**config.mk**
```make
export PLATFORM = sky130hd
export DESIGN_NAME = rcc_rst_seq
export DESIGN_NICKNAME = d
export VERILOG_FILES = /design/src/rtl/rcc_rst_seq.sv
export SDC_FILE = /design/constraint.sdc
export NUM_CORES = 1
export LEC_CHECK = 0
export CAP_MARGIN = 20
export CORE_MARGIN = 2
export CORE_UTILIZATION = 50
export CTS_CLUSTER_DIAMETER = 60
export DETAILED_ROUTE_END_ITERATION = 8
export PLACE_DENSITY = 0.83
export SETUP_SLACK_MARGIN = 0.3
export SLEW_MARGIN = 20
export SYNTH_ARGS = -nofsm -noshare
export SYNTH_HDL_FRONTEND = slang
export SYNTH_SLANG_ARGS = --single-unit
```
**constraint.sdc**
```tcl
create_clock -name module_clk -period 2.8 [get_ports module_clk]
set_input_delay 0.42 -clock module_clk [delete_from_list [all_inputs] [get_ports module_clk]]
set_output_delay 0.42 -clock module_clk [all_outputs]
set_load 0.01 [all_outputs]
```
**src/rtl/rcc_rst_seq.sv**
```systemverilog
// rcc_rst_seq: RCC reset sequencer.
// Filters PLL lock, releases sys -> apb0/1/2 -> pe resets in counted stages,
// re-resets on software/watchdog requests and keeps sticky reset-cause flags.
// Optional build macro: RCC_LOCK_LOSS_RST_EN (loss of lock after release forces a re-reset).
module rcc_rst_seq #(
  parameter int unsigned LOCK_FILT  = 16,
  parameter int unsigned SYS_DLY    = 8,
  parameter int unsigned PERIPH_DLY = 8,
  parameter int unsigned HOLD_CYC   = 32
) (
  input  logic       module_clk,
  input  logic       module_rstn,
  input  logic       pll_locked,
  input  logic       sw_rst_req,
  input  logic       wdg_rst_req,
  input  logic       cause_clr,
  output logic       sys_rstn,
  output logic       apb0_rstn,
  output logic       apb1_rstn,
  output logic       apb2_rstn,
  output logic       pe_rstn,
  output logic       rst_busy,
  output logic [3:0] rst_cause
);

  // One counter serves lock filter, stage delays and hold: the states are exclusive.
  localparam int unsigned MAX_A = (LOCK_FILT > SYS_DLY) ? LOCK_FILT : SYS_DLY;
  localparam int unsigned MAX_B = (PERIPH_DLY > HOLD_CYC) ? PERIPH_DLY : HOLD_CYC;
  localparam int unsigned MAX_P = (MAX_A > MAX_B) ? MAX_A : MAX_B;
  localparam int unsigned CW    = $clog2(MAX_P + 32'd1);

  localparam logic [CW-1:0] LOCK_LAST = CW'(LOCK_FILT - 32'd1);
  localparam logic [CW-1:0] SYS_LAST  = CW'(SYS_DLY - 32'd1);
  localparam logic [CW-1:0] PE_LAST   = CW'(PERIPH_DLY - 32'd1);
  localparam logic [CW-1:0] HOLD_LAST = CW'(HOLD_CYC - 32'd1);
  localparam logic [CW-1:0] CNT_ONE   = CW'(32'd1);
  localparam logic [CW-1:0] CNT_ZERO  = CW'(32'd0);

  typedef enum logic [2:0] {
    ST_WAIT_LOCK = 3'd0,
    ST_SYS_REL   = 3'd1,
    ST_APB_REL   = 3'd2,
    ST_RUN       = 3'd3,
    ST_HOLD      = 3'd4
  } state_t;

  state_t        state_r;
  logic [CW-1:0] cnt_r;
  logic          pll_sync_r;
  logic          lk_r;
  logic          lock_loss_s;
  logic          event_s;
  logic [3:0]    cause_set_s;
  logic [3:0]    cause_nxt_s;

  // Two-flop synchroniser for the asynchronous PLL lock.
  always_ff @(posedge module_clk or negedge module_rstn) begin
    if (!module_rstn) begin
      pll_sync_r <= 1'b0;
      lk_r       <= 1'b0;
    end else begin
      pll_sync_r <= pll_locked;
      lk_r       <= pll_sync_r;
    end
  end

`ifdef RCC_LOCK_LOSS_RST_EN
  assign lock_loss_s = !lk_r && ((state_r == ST_SYS_REL) ||
                                 (state_r == ST_APB_REL) ||
                                 (state_r == ST_RUN));
`else
  assign lock_loss_s = 1'b0;
`endif

  assign event_s     = sw_rst_req | wdg_rst_req | lock_loss_s;
  assign cause_set_s = {lock_loss_s, wdg_rst_req, sw_rst_req, 1'b0};

  // Cause flags: clear drops old bits, events raised this cycle always survive.
  always_comb begin
    cause_nxt_s = rst_cause;
    if (cause_clr) begin
      cause_nxt_s = cause_set_s;
    end else begin
      cause_nxt_s = rst_cause | cause_set_s;
    end
  end

  // Sticky reset-cause register; only power-on reset sets the por bit.
  always_ff @(posedge module_clk or negedge module_rstn) begin
    if (!module_rstn) begin
      rst_cause <= 4'b0001;
    end else begin
      rst_cause <= cause_nxt_s;
    end
  end

  // Sequencer FSM with registered reset outputs; any event overrides every state.
  always_ff @(posedge module_clk or negedge module_rstn) begin
    if (!module_rstn) begin
      state_r   <= ST_WAIT_LOCK;
      cnt_r     <= CNT_ZERO;
      sys_rstn  <= 1'b0;
      apb0_rstn <= 1'b0;
      apb1_rstn <= 1'b0;
      apb2_rstn <= 1'b0;
      pe_rstn   <= 1'b0;
      rst_busy  <= 1'b1;
    end else if (event_s) begin
      state_r   <= ST_HOLD;
      cnt_r     <= CNT_ZERO;
      sys_rstn  <= 1'b0;
      apb0_rstn <= 1'b0;
      apb1_rstn <= 1'b0;
      apb2_rstn <= 1'b0;
      pe_rstn   <= 1'b0;
      rst_busy  <= 1'b1;
    end else begin
      case (state_r)
        ST_WAIT_LOCK: begin
          if (!lk_r) begin
            cnt_r <= CNT_ZERO;
          end else if (cnt_r == LOCK_LAST) begin
            sys_rstn <= 1'b1;
            cnt_r    <= CNT_ZERO;
            state_r  <= ST_SYS_REL;
          end else begin
            cnt_r <= cnt_r + CNT_ONE;
          end
        end
        ST_SYS_REL: begin
          if (cnt_r == SYS_LAST) begin
            apb0_rstn <= 1'b1;
            apb1_rstn <= 1'b1;
            apb2_rstn <= 1'b1;
            cnt_r     <= CNT_ZERO;
            state_r   <= ST_APB_REL;
          end else begin
            cnt_r <= cnt_r + CNT_ONE;
          end
        end
        ST_APB_REL: begin
          if (cnt_r == PE_LAST) begin
            pe_rstn  <= 1'b1;
            rst_busy <= 1'b0;
            cnt_r    <= CNT_ZERO;
            state_r  <= ST_RUN;
          end else begin
            cnt_r <= cnt_r + CNT_ONE;
          end
        end
        ST_RUN: begin
          state_r <= ST_RUN;
        end
        ST_HOLD: begin
          if (cnt_r == HOLD_LAST) begin
            cnt_r   <= CNT_ZERO;
            state_r <= ST_WAIT_LOCK;
          end else begin
            cnt_r <= cnt_r + CNT_ONE;
          end
        end
        default: begin
          state_r   <= ST_WAIT_LOCK;
          cnt_r     <= CNT_ZERO;
          sys_rstn  <= 1'b0;
          apb0_rstn <= 1'b0;
          apb1_rstn <= 1'b0;
          apb2_rstn <= 1'b0;
          pe_rstn   <= 1'b0;
          rst_busy  <= 1'b1;
        end
      endcase
    end
  end

endmodule

```
=== Word level (Yosys, flattened, before mapping) ===
Index checks and enable logic that the tools add are counted.

* Bits in registers: 19
* Input port bits: 6
* Word-level logic and storage cells: 63

* Equal/unequal tests: 16
* Bitwise operators: 2
* Multiplexer cells: 26
* Reduce and logical (&&, ||, !) cells: 9
* $add $sub $neg: 1

{| class="wikitable"
|+ Operator list
! kind !! count
|-
| 6-bit two-way mux || 5
|-
| 6-bit case mux with 4 select lines || 1
|-
| 3-bit two-way mux || 6
|-
| 3-bit != test, second input constant || 5
|-
| 3-bit case mux with 5 select lines || 1
|-
| 4-bit OR reduction || 3
|-
| 1-bit two-way mux || 8
|-
| 1-bit case mux with 2 select lines || 4
|-
| 6-bit by 1-bit adder with 6-bit output, second input constant || 1
|-
| 3-bit by 2-bit equality test with 1-bit output, second input constant || 2
|-
| 6-bit by 3-bit equality test with 1-bit output, second input constant || 1
|-
| 6-bit by 4-bit equality test with 1-bit output, second input constant || 1
|-
| 6-bit by 5-bit equality test with 1-bit output, second input constant || 1
|-
| 2-bit by 1-bit != test with 1-bit output, second input constant || 3
|-
| 5-bit AND reduction || 1
|-
| 4-bit two-way mux || 1
|-
| 4-bit by 3-bit bitwise OR with 4-bit output || 1
|-
| 2-bit AND reduction || 2
|-
| 3-bit by 1-bit equality test with 1-bit output, second input constant || 1
|-
| 3-bit equality test, second input constant || 1
|-
| 3-bit zero test || 1
|-
| 3-bit AND reduction || 1
|-
| 2-bit != test, second input constant || 1
|-
| 2-bit OR reduction || 1
|-
| 1-bit bitwise OR || 1
|}

=== Depth between registers and ports, before layout ===
Gate-level depths: netlist (run 1).

* Word-level depth: 5
* Gate-level depth with buffers: 7
* Gate-level depth less buffers: 6

=== Worst setup path after synthesis (run 1) ===
Ideal clock, no wire load.

* Path type: register to register
* Start: reg cnt_r[0]
* End: reg cnt_r[5]
* Path buffers: 1
* Path slack: 0.907 ns
* Cell stages (with the launch flop): 8
* Period minus slack after synthesis: 1.893 ns
* Data required time: 2.679 ns
* Data arrival time: 1.772 ns
* Cell sequence: dfrtp_1 ha_1 or3b_1 buf_6 o2111ai_4 a31oi_4 a21o_1 a22o_1

* Cells in the longest elaborated chain, start to end: 5
* Elaborated cells on any way between the ends: 10

{| class="wikitable"
|+ Ends and longest elaborated chain
! what !! line !! source
|-
| from (decl) || 48 || <nowiki>logic [CW-1:0] cnt_r;</nowiki>
|-
| from (signal assigned) || 127 || <nowiki>cnt_r <= cnt_r + CNT_ONE;</nowiki>
|-
| from (signal assigned) || 138 || <nowiki>cnt_r <= cnt_r + CNT_ONE;</nowiki>
|-
| from (signal assigned) || 148 || <nowiki>cnt_r <= cnt_r + CNT_ONE;</nowiki>
|-
| 6-bit by 1-bit adder with 6-bit output / 6-bit by 4-bit equality test with 1-bit output (equally long branches) || - ||
|-
| 6-bit two-way mux || 122 || <nowiki>end else if (cnt_r == LOCK_LAST) begin</nowiki>
|-
| 6-bit two-way mux || 120 || <nowiki>if (!lk_r) begin</nowiki>
|-
| 6-bit case mux with 4 select lines * || 118 || <nowiki>case (state_r)</nowiki>
|-
| 6-bit two-way mux * || 108 || <nowiki>end else if (event_s) begin</nowiki>
|}

Every way passes the cells marked *; elsewhere a longest branch is shown, timed or not.
A chain may end at the register's enable or synchronous reset.

=== Worst setup path after layout (run 1) ===
Same ends and word-level chain as after synthesis.

==> qor.txt, run 1 <==
Post-DP HPWL = 1380 µm
Worst-path cell with the longest stage delay = or3b_1
Total net switching power = 106 µW
Placed Area = 1120 µm²
Post-cts repair resize count = 0
Share of cells above drive strength 1 = 13.5%
Largest family of logic cells by synthesized area = compound AO/OA/AOI/OAI gates
Synth Area in Adders = 1.26%
Initial core utilization = 51.8%
Chip width = 48.6 µm
Pin count of the biggest net entering global routing = 19
Count of input and output buffers = 14
Initial antenna violation count = 0
Cell Chain, Critical Path = ha_1 -> or3b_1 -> o2111ai_4 -> a31oi_4 -> a21o_1 -> a22o_1
Post-synthesis simple-gate area fraction = 19.7%
Mapped Area = 996 µm²
# IOs = 16
Clk slew on worst S/H paths = 0.11 ns
GRT Resource Usage Total = 17.9%
Fmax = 477 MHz
Lkg Pwr = 0.495 nW
Max_cap viols = 0
Sequential area share after synthesis = 45.5%
Final non-filler cell area = 1160 µm²
Synth cell count leaders = 16 x dfrtp_1, 9 x nor2_1, 8 x nand2_1
CP peak stage delay = 0.49 ns
Yosys top cell area share = 40.2%
Sw frac = 22.7%
Worst Hold Class = reg -> reg
Wire length of the first global-routing pass = 3270 µm
Ranking of synthesized cells by area = dfrtp_1 40%, dfstp_2 5.3%, a21o_1 3.8%
Clock Sinks = 18
Iteration-0 DRC Markers = 23
GP Congestion = 0.837
CP startpoint kind = register
Top cell family by delay on the critical path = compound AO/OA/AOI/OAI gates
Number of diodes = 0
Sequential share of power = 57.6%
Hold Fails Final Rpt = 0
Min Tclk post-route = 2.09 ns
WL final = 1950 µm
Pint = 360 µW
Num rows = 16
Routed Antenna Nets = 0
Fin util = 60.2%
Post-synthesis mux area share = 2.14%
Worst hold slack = 0.357 ns
Inserted Clock Buffers = 3
Leading area contributor after synthesis = dfrtp_1
Post-synth EDFFs = 0
Crit path required time = 3.00 ns
Longest Clk Path Bufs = 2
Buf/Inv on CP = 0
CTS root buffer = clkbuf_4
Syn_area_per_cell = 9.96 µm²
VDD IR max = 348 µV
Residual DRC count = 0
Fin crit share = 74.8%
Seq cells post-synth = 18
Slew Viols, Final = 0
Layout overhead on the synthesized area = 16.2%
Wire per inst = 14.1 µm
RSZ-0062 raised after global routing = no
Synth unique cells = 40
Kind of critical path = reg -> reg
Compound-cell area share of the yosys netlist = 24.5%
Main synth FF type = dfrtp_1
Final #Nets = 119
Die span in y = 48.6 µm
Clk_lat worst skew = 0.30 ns
Post-CTS Setup Bufs = 0
Post-synthesis net count = 107
CTS Hold Bufs = 0
CTS tree = built
Post-synthesis xor/xnor area fraction = 0.879%
Logic pwr share = 6.9%
Clk_skew = 0.00872 ns
Most common cell in the netlist = dfrtp_1
Vias in the first global route = 745
GR Overflow Total = 0
Synthesized instance count = 100
Status = finished clean
Vias post-DR = 786
Worst EP arrival = 2.30 ns
Crit-path max FO = 6
Setup violators final = 0
Core footprint = 1920 µm²
Die ar. = 2360 µm²
Yosys warning count = 0
Setup crit end kind = register
DRT Pass-1 Iters = 5
Async S/R FF share, synth = 100%
Final TNS setup = 0 ns
PwrDens = 402 nW/µm²
Clock Power Share = 35.4%
Worst slew pin tran = 0.811 ns
Max-Slew Margin vs Limit = 45.7%
Via/cell ratio = 5.70
H-tree level count = 1
per-layer routing:
metal / share of wire [%] / GRT usage, %
met3: 3.2 / 3.09
met1: 45 / 23.2
met5: 0 / 0
met2: 50 / 28.8
met4: 1.8 / 9.52
sequential cells by signal, summed over array words and instances, names as in the netlist:
signal      cells
rst_busy        1
sys_rstn        1
apb2_rstn       1
pe_rstn         1
state_r         3
pll_sync_r      1
cnt_r           6
lk_r            1
rst_cause       3
layout make-up:
cell class,count,area [µm²]
Inverter,2,7.51
Clock buffer,4,36.3
Multi-Input combinational cell,73,487
Timing Repair Buffer,14,140
Sequential cell,18,453
Tap cell,27,33.8
Fill cell,166,764
worst paths after layout:
kind | start | end | slack (ns) | cells after the start
worst max-delay path | cnt_r[0] | cnt_r[5] | 0.71 | 6
worst min-delay path | pll_sync_r | lk_r | 0.36 | 0
worst max register to register | cnt_r[0] | cnt_r[5] | 0.71 | 6
worst min register to register | pll_sync_r | lk_r | 0.36 | 0
max in group asynchronous | module_rstn | state_r[0] | 1.72 | 1
min in group asynchronous | module_rstn | sys_rstn | 0.58 | 1
logic make-up (layout without fill, tap and decap cells):
logic type | count (synthesis) | count (layout)
AO/OA/AOI/OAI | 30 | 30
flip-flops | 18 | 18
adder cells (fa/ha/maj) | 1 | 1
XOR/XNOR | 1 | 1
buffers and inverters | 9 | 20
multiplexers | 2 | 2
AND/OR/NAND/NOR | 38 | 38
other | 1 | 1
cell usage in the layout (no fill, tap or decap), types with 2 or more instances in the layout:
| cell | n |
|---|---|
| nand3b_1 | 2 |
| a21o_1 | 5 |
| nand2b_1 | 2 |
| nor2_1 | 9 |
| nor3_1 | 3 |
| a22o_1 | 2 |
| nand2_1 | 8 |
| clkbuf_4 | 3 |
| nand3_1 | 3 |
| inv_1 | 2 |
| dfstp_2 | 2 |
| a21oi_1 | 5 |
| clkdlybuf4s50_1 | 14 |
| a31oi_1 | 2 |
| or3_1 | 2 |
| o21ai_0 | 5 |
| or2_2 | 2 |
| dfrtp_1 | 16 |
| nor2b_1 | 3 |
per-stage QoR:
| step | std cells | setup WS, ns | power, mW |
|---|---|---|---|
| CTS | 138 | 0.703 | 0.468 |
| global placement | 134 | 0.691 | 0.305 |
| global route | 138 | 0.601 | 0.480 |
| detailed placement | 134 | 0.602 | 0.306 |
| floorplan | 100 | 0.907 | 0.286 |
| finish | 138 | 0.705 | 0.465 |
power groups by stage:
stage	clock network [mW]	logic (mW)	registers, mW
after global placement	0	0.0320	0.273
after global routing	0.175	0.0359	0.269
after CTS	0.167	0.0329	0.268
final	0.165	0.0323	0.268
after floorplan	0	0.0127	0.274
after detailed placement	0	0.0326	0.273
(Power assumes the default switching activity.)
==> run 2, diff against run 1 <==
clock period = 1.95 ns   (was 2.8 ns; I/O delays follow)
==> run 2 against run 1 <==
Compared with the run above: clock skew decreased by 0.0035 ns; register-to-register slack got worse by 0.59 ns; routed wire length increased by 8.4%; clock-buffer cell count unchanged; first-iteration DRC count increased by 30%; global-route usage increased by 1.8 points; power increased by 44%; setup slack got worse by 0.59 ns; via count increased by 6.5%; flip-flop and latch count unchanged; clock power increased by 40%.
==> qor.txt, run 2 (synthesized netlist as in run 1, its figures left out) <==
Status = finished clean
Wire length of the first global-routing pass = 3620 µm
Pin count of the biggest net entering global routing = 19
Worst-path cell with the longest stage delay = or3b_4
Routed Antenna Nets = 0
CTS tree = built
Non-Filler Instances = 152
Longest Clk Path Bufs = 2
CTS Hold Bufs = 0
VDD IR max = 455 µV
Num rows = 16
Worst hold slack = 0.300 ns
Crit path from = cnt_r[1]
Largest register by flop count = cnt_r
Clk slew on worst S/H paths = 0.10 ns
Slew Viols, Final = 0
Lkg Pwr = 0.572 nW
Post-DP HPWL = 1500 µm
Iteration-0 DRC Markers = 30
Count of input and output buffers = 14
Die ar. = 2360 µm²
Fin crit share = 94.3%
CP peak stage delay = 0.42 ns
Initial core utilization = 51.8%
CTS root buffer = clkbuf_4
Kind of critical path = reg -> reg
Number of diodes = 0
Residual DRC count = 0
Die span in y = 48.6 µm
Share of cells above drive strength 1 = 31.2%
GR Overflow Total = 0
Worst Hold Class = in -> async
Setup violators final = 0
CP startpoint kind = register
Fmax = 544 MHz
Max_cap viols = 0
Clock Sinks = 18
Vias post-DR = 837
H-tree level count = 1
Setup crit end kind = register
Crit-path max FO = 6
Initial antenna violation count = 0
PwrDens = 517 nW/µm²
Commonest non-fill, non-tap cell in the layout = buf_4
Via/cell ratio = 5.51
Placed Area = 1190 µm²
Largest register FFs = 6
GRT Resource Usage Total = 19.7%
Reg-to-reg startpoint = cnt_r[1]
Wire per inst = 13.9 µm
RSZ-0062 raised after global routing = yes
GP Congestion = 0.830
Hold Fails Final Rpt = 0
Commonest cells after routing, fill and taps aside = 14 x buf_4, 13 x dfrtp_1, 12 x clkdlybuf4s50_1
Biggest regs = cnt_r: 6 flops, rst_cause: 3 flops, state_r: 3 flops
Worst EP arrival = 2.04 ns
Final non-filler cell area = 1300 µm²
Clk_skew = 0.00517 ns
WL final = 2110 µm
Crit path required time = 2.15 ns
Inserted Clock Buffers = 3
Placed insts = 143
Cell Chain, Critical Path = ha_2 -> or3b_4 -> o2111ai_4 -> a31oi_4 -> a21o_1 -> a22o_1
Chip width = 48.6 µm
Vias in the first global route = 852
Min Tclk post-route = 1.84 ns
DRT Pass-1 Iters = 4
Layout overhead on the synthesized area = 30.4%
Core footprint = 1920 µm²
Final #Nets = 133
Final TNS setup = 0 ns
Clk_lat worst skew = 0.30 ns
# IOs = 16
Total Power = 671 µW
[run 2: final cells by class]
cell class | count | area [µm²]
fillers | 152 | 623
multi-input cells | 73 | 522
flip-flops and latches | 18 | 457
repair buffers | 28 | 243
clock buffers | 4 | 36.3
well taps | 27 | 33.8
inverters | 2 | 7.51
[run 2: where the power goes]
part           total [mW]  internal [mW]  switching (mW)
Clock               0.231          0.114           0.117
Combinational      0.0557         0.0295          0.0262
Sequential          0.385          0.380         0.00458
[run 2: timing repair]
item | in CTS | in global routing
resized for setup | 4 | 8
setup buffers | 4 | 1
pin swaps | 8 | 6
endpoints found under the hold margin | 0 | 0
endpoints found under the setup margin | 12 | 11
[run 2: worst paths after layout]
check | to | slack [ns] | depth (start not counted)
setup / recovery | cnt_r[5] | 0.11 | 6
hold / removal | cnt_r[4] | 0.30 | 2
setup reg to reg | cnt_r[5] | 0.11 | 6
hold reg to reg | lk_r | 0.36 | 0
max in group asynchronous | rst_busy | 1.39 | 2
min in group module_clk | lk_r | 0.36 | 0
[run 2: critical path, delay by kind of cell, from the launching register on]
kind            cells  cell delay, ns
simple gates        1            0.42
fa+ha+maj           1            0.19
flops               1            0.38
compound gates      4            0.74
[run 2: stage by stage]
stage / setup slack [ns] / utilization (%)
6_report: 0.112 / 67.6
5_1_grt: 0.0487 / 67.6
4_1_cts: 0.0900 / 65.8
3_5_place_dp: -0.0151 / 62.0
3_3_place_gp: 0.0717 / 62.0
2_1_floorplan: 0.0826 / -
[run 2: per-layer routing]
layer	track usage (%)	vias to the layer above	part of all wire, %
met5	0	-	0
met4	12.4	0	2.9
met3	3.40	7	3.4
met2	33.8	22	50
met1	22.8	406	44
li1	-	402	-
==> run 3, diff against run 2 <==
CORE_ASPECT_RATIO = 0.75   (was not set)
SLEW_MARGIN = not set   (was 20)
==> run 3 against run 2 <==
Compared with the run above: hold slack lost 0.050 ns; clock-buffer cell count stayed put; routed wire length up 18%; highest routed layer unchanged; critical endpoint is now cnt_r[1]; critical path type unchanged; largest cell class unchanged; global-route usage grew 3.3 points; first-iteration DRC count is 17% higher; via count increased by 3.6%; clock skew grew 0.0012 ns.
==> qor.txt, run 3 (synthesized netlist as in run 1, its figures left out) <==
Status = finished clean
GRT Resource Usage Total = 23.0%
Placed insts = 140
Core footprint = 1810 µm²
GR Overflow Total = 0
Residual DRC count = 0
Slew Viols, Final = 0
Die ar. = 2370 µm²
Fin crit share = 95.8%
Die span in y = 42.7 µm
Iteration-0 DRC Markers = 35
Sequential share of power = 56.1%
H-tree level count = 1
Commonest non-fill, non-tap cell in the layout = buf_4
Worst EP arrival = 2.07 ns
Pint = 526 µW
Initial core utilization = 55.2%
Crit-path max FO = 6
Clock Sinks = 18
RSZ-0062 raised after global routing = yes
Total net switching power = 159 µW
Lkg Pwr = 0.577 nW
CTS tree = built
# IOs = 16
Min Tclk post-route = 1.87 ns
Vias post-DR = 867
DRT Pass-1 Iters = 4
CP peak stage delay = 0.43 ns
Logic pwr share = 8.9%
Buf/Inv on CP = 1
Cell Chain, Critical Path = ha_2 -> or3b_4 -> o2111ai_4 -> a31oi_4 -> buf_4 -> a22o_2
Clk_skew = 0.00635 ns
Sw frac = 23.2%
Worst slew pin tran = 0.487 ns
Clk slew on worst S/H paths = 0.11 ns
Max-Slew Margin vs Limit = 67.2%
Non-Filler Instances = 150
Post-DP HPWL = 1670 µm
Num rows = 13
Setup crit end kind = register
Worst-path cell with the longest stage delay = or3b_4
Crit path required time = 2.15 ns
Top cell family by delay on the critical path = compound AO/OA/AOI/OAI gates
Routed Antenna Nets = 0
VDD IR max = 391 µV
Clk_lat worst skew = 0.30 ns
Largest register by flop count = cnt_r
Inserted Clock Buffers = 3
Clock Power Share = 35.0%
CP startpoint kind = register
Largest register FFs = 6
Initial antenna violation count = 0
WL final = 2490 µm
Share of cells above drive strength 1 = 32.8%
Setup violators final = 0
Worst Hold Class = in -> async
Chip width = 55.5 µm
Commonest cells after routing, fill and taps aside = 17 x buf_4, 14 x dfrtp_1, 12 x clkdlybuf4s50_1
Wire length of the first global-routing pass = 4120 µm
Number of diodes = 0
Fmax = 535 MHz
Longest Clk Path Bufs = 2
R2R Setup Slk = 0.08 ns
Total Power = 686 µW
Layout overhead on the synthesized area = 32.8%
Via/cell ratio = 5.78
Final #Nets = 136
Count of input and output buffers = 14
Vias in the first global route = 825
CTS root buffer = clkbuf_4
Max_cap viols = 0
Final TNS setup = 0 ns
Kind of critical path = reg -> reg
Hold Fails Final Rpt = 0
Pin count of the biggest net entering global routing = 14
PwrDens = 518 nW/µm²
Biggest regs = cnt_r: 6 flops, rst_cause: 3 flops, state_r: 3 flops
GP Congestion = 0.850
Wire per inst = 16.6 µm
==> run 3: cell count changes in the layout (fill, tap and decap cells not counted), sizes merged <==
cell / before / now
buf: 14 / 17
==> run 3: worst register-to-register path, delay by kind of cell (launching register included) <==
kind,cells,cell delay [ns]
and+or+nand+nor,1,0.43
DFF,1,0.39
AOI/OAI and AO/OA,3,0.61
buffers and inverters,1,0.16
adders and majority gates,1,0.19
==> run 3: path summary, 6_finish.rpt <==
path                                   from           end  depth (start not counted)
worst max-delay path               cnt_r[1]      cnt_r[1]                          6
worst min-delay path            module_rstn       pe_rstn                          1
worst max register to register     cnt_r[1]      cnt_r[1]                          6
worst min register to register   pll_sync_r          lk_r                          0
max in group asynchronous       module_rstn  rst_cause[0]                          2
min in group module_clk          pll_sync_r          lk_r                          0
==> run 3: stage by stage <==
stage	hold WS [ns]	util, %	cell area, µm²	setup slack [ns]
4_1_cts	0.250	71.7	1290	0.0942
5_1_grt	0.272	73.3	1320	0.000429
6_report	0.250	73.3	1320	0.0821
3_5_place_dp	0.338	66.5	1200	0.0303
2_1_floorplan	-0.00309	-	998	0.0826
3_3_place_gp	0.334	66.5	1200	0.0848
==> run 3: final cells by class <==
cell class                 count  area [µm²]
sequential                    18         455
timing repair buffer          31         265
tap                           22        27.5
inverter                       2        7.51
multi-input combinational     73         531
clock buffer                   4        36.3
fill                         137         483
==> run 3: metal layers <==
| metal | share of wire [%] | global-route usage [%] | up-vias |
|---|---|---|---|
| met3 | 4.8 | 6.10 | 3 |
| met5 | 0 | 0 | - |
| met2 | 46 | 36.4 | 31 |
| met1 | 48 | 31.5 | 423 |
| met4 | 0.60 | 5.85 | 0 |
| li1 | - | - | 410 |
==> run 3: power by group through the flow <==
stage	combinational (mW)	clock (mW)	sequential (mW)
after detailed placement	0.0547	0	0.392
after global placement	0.0530	0	0.392
after global routing	0.0676	0.262	0.386
final	0.0609	0.240	0.385
after CTS	0.0600	0.243	0.385
after floorplan	0.0186	0	0.393
==> run 3: timing repair <==
item,CTS,global route
setup endpoints to repair,13,12
hold buffers,0,0
pin swaps,6,5
gates cloned,0,0
setup buffers,4,2
resized for setup,10,5
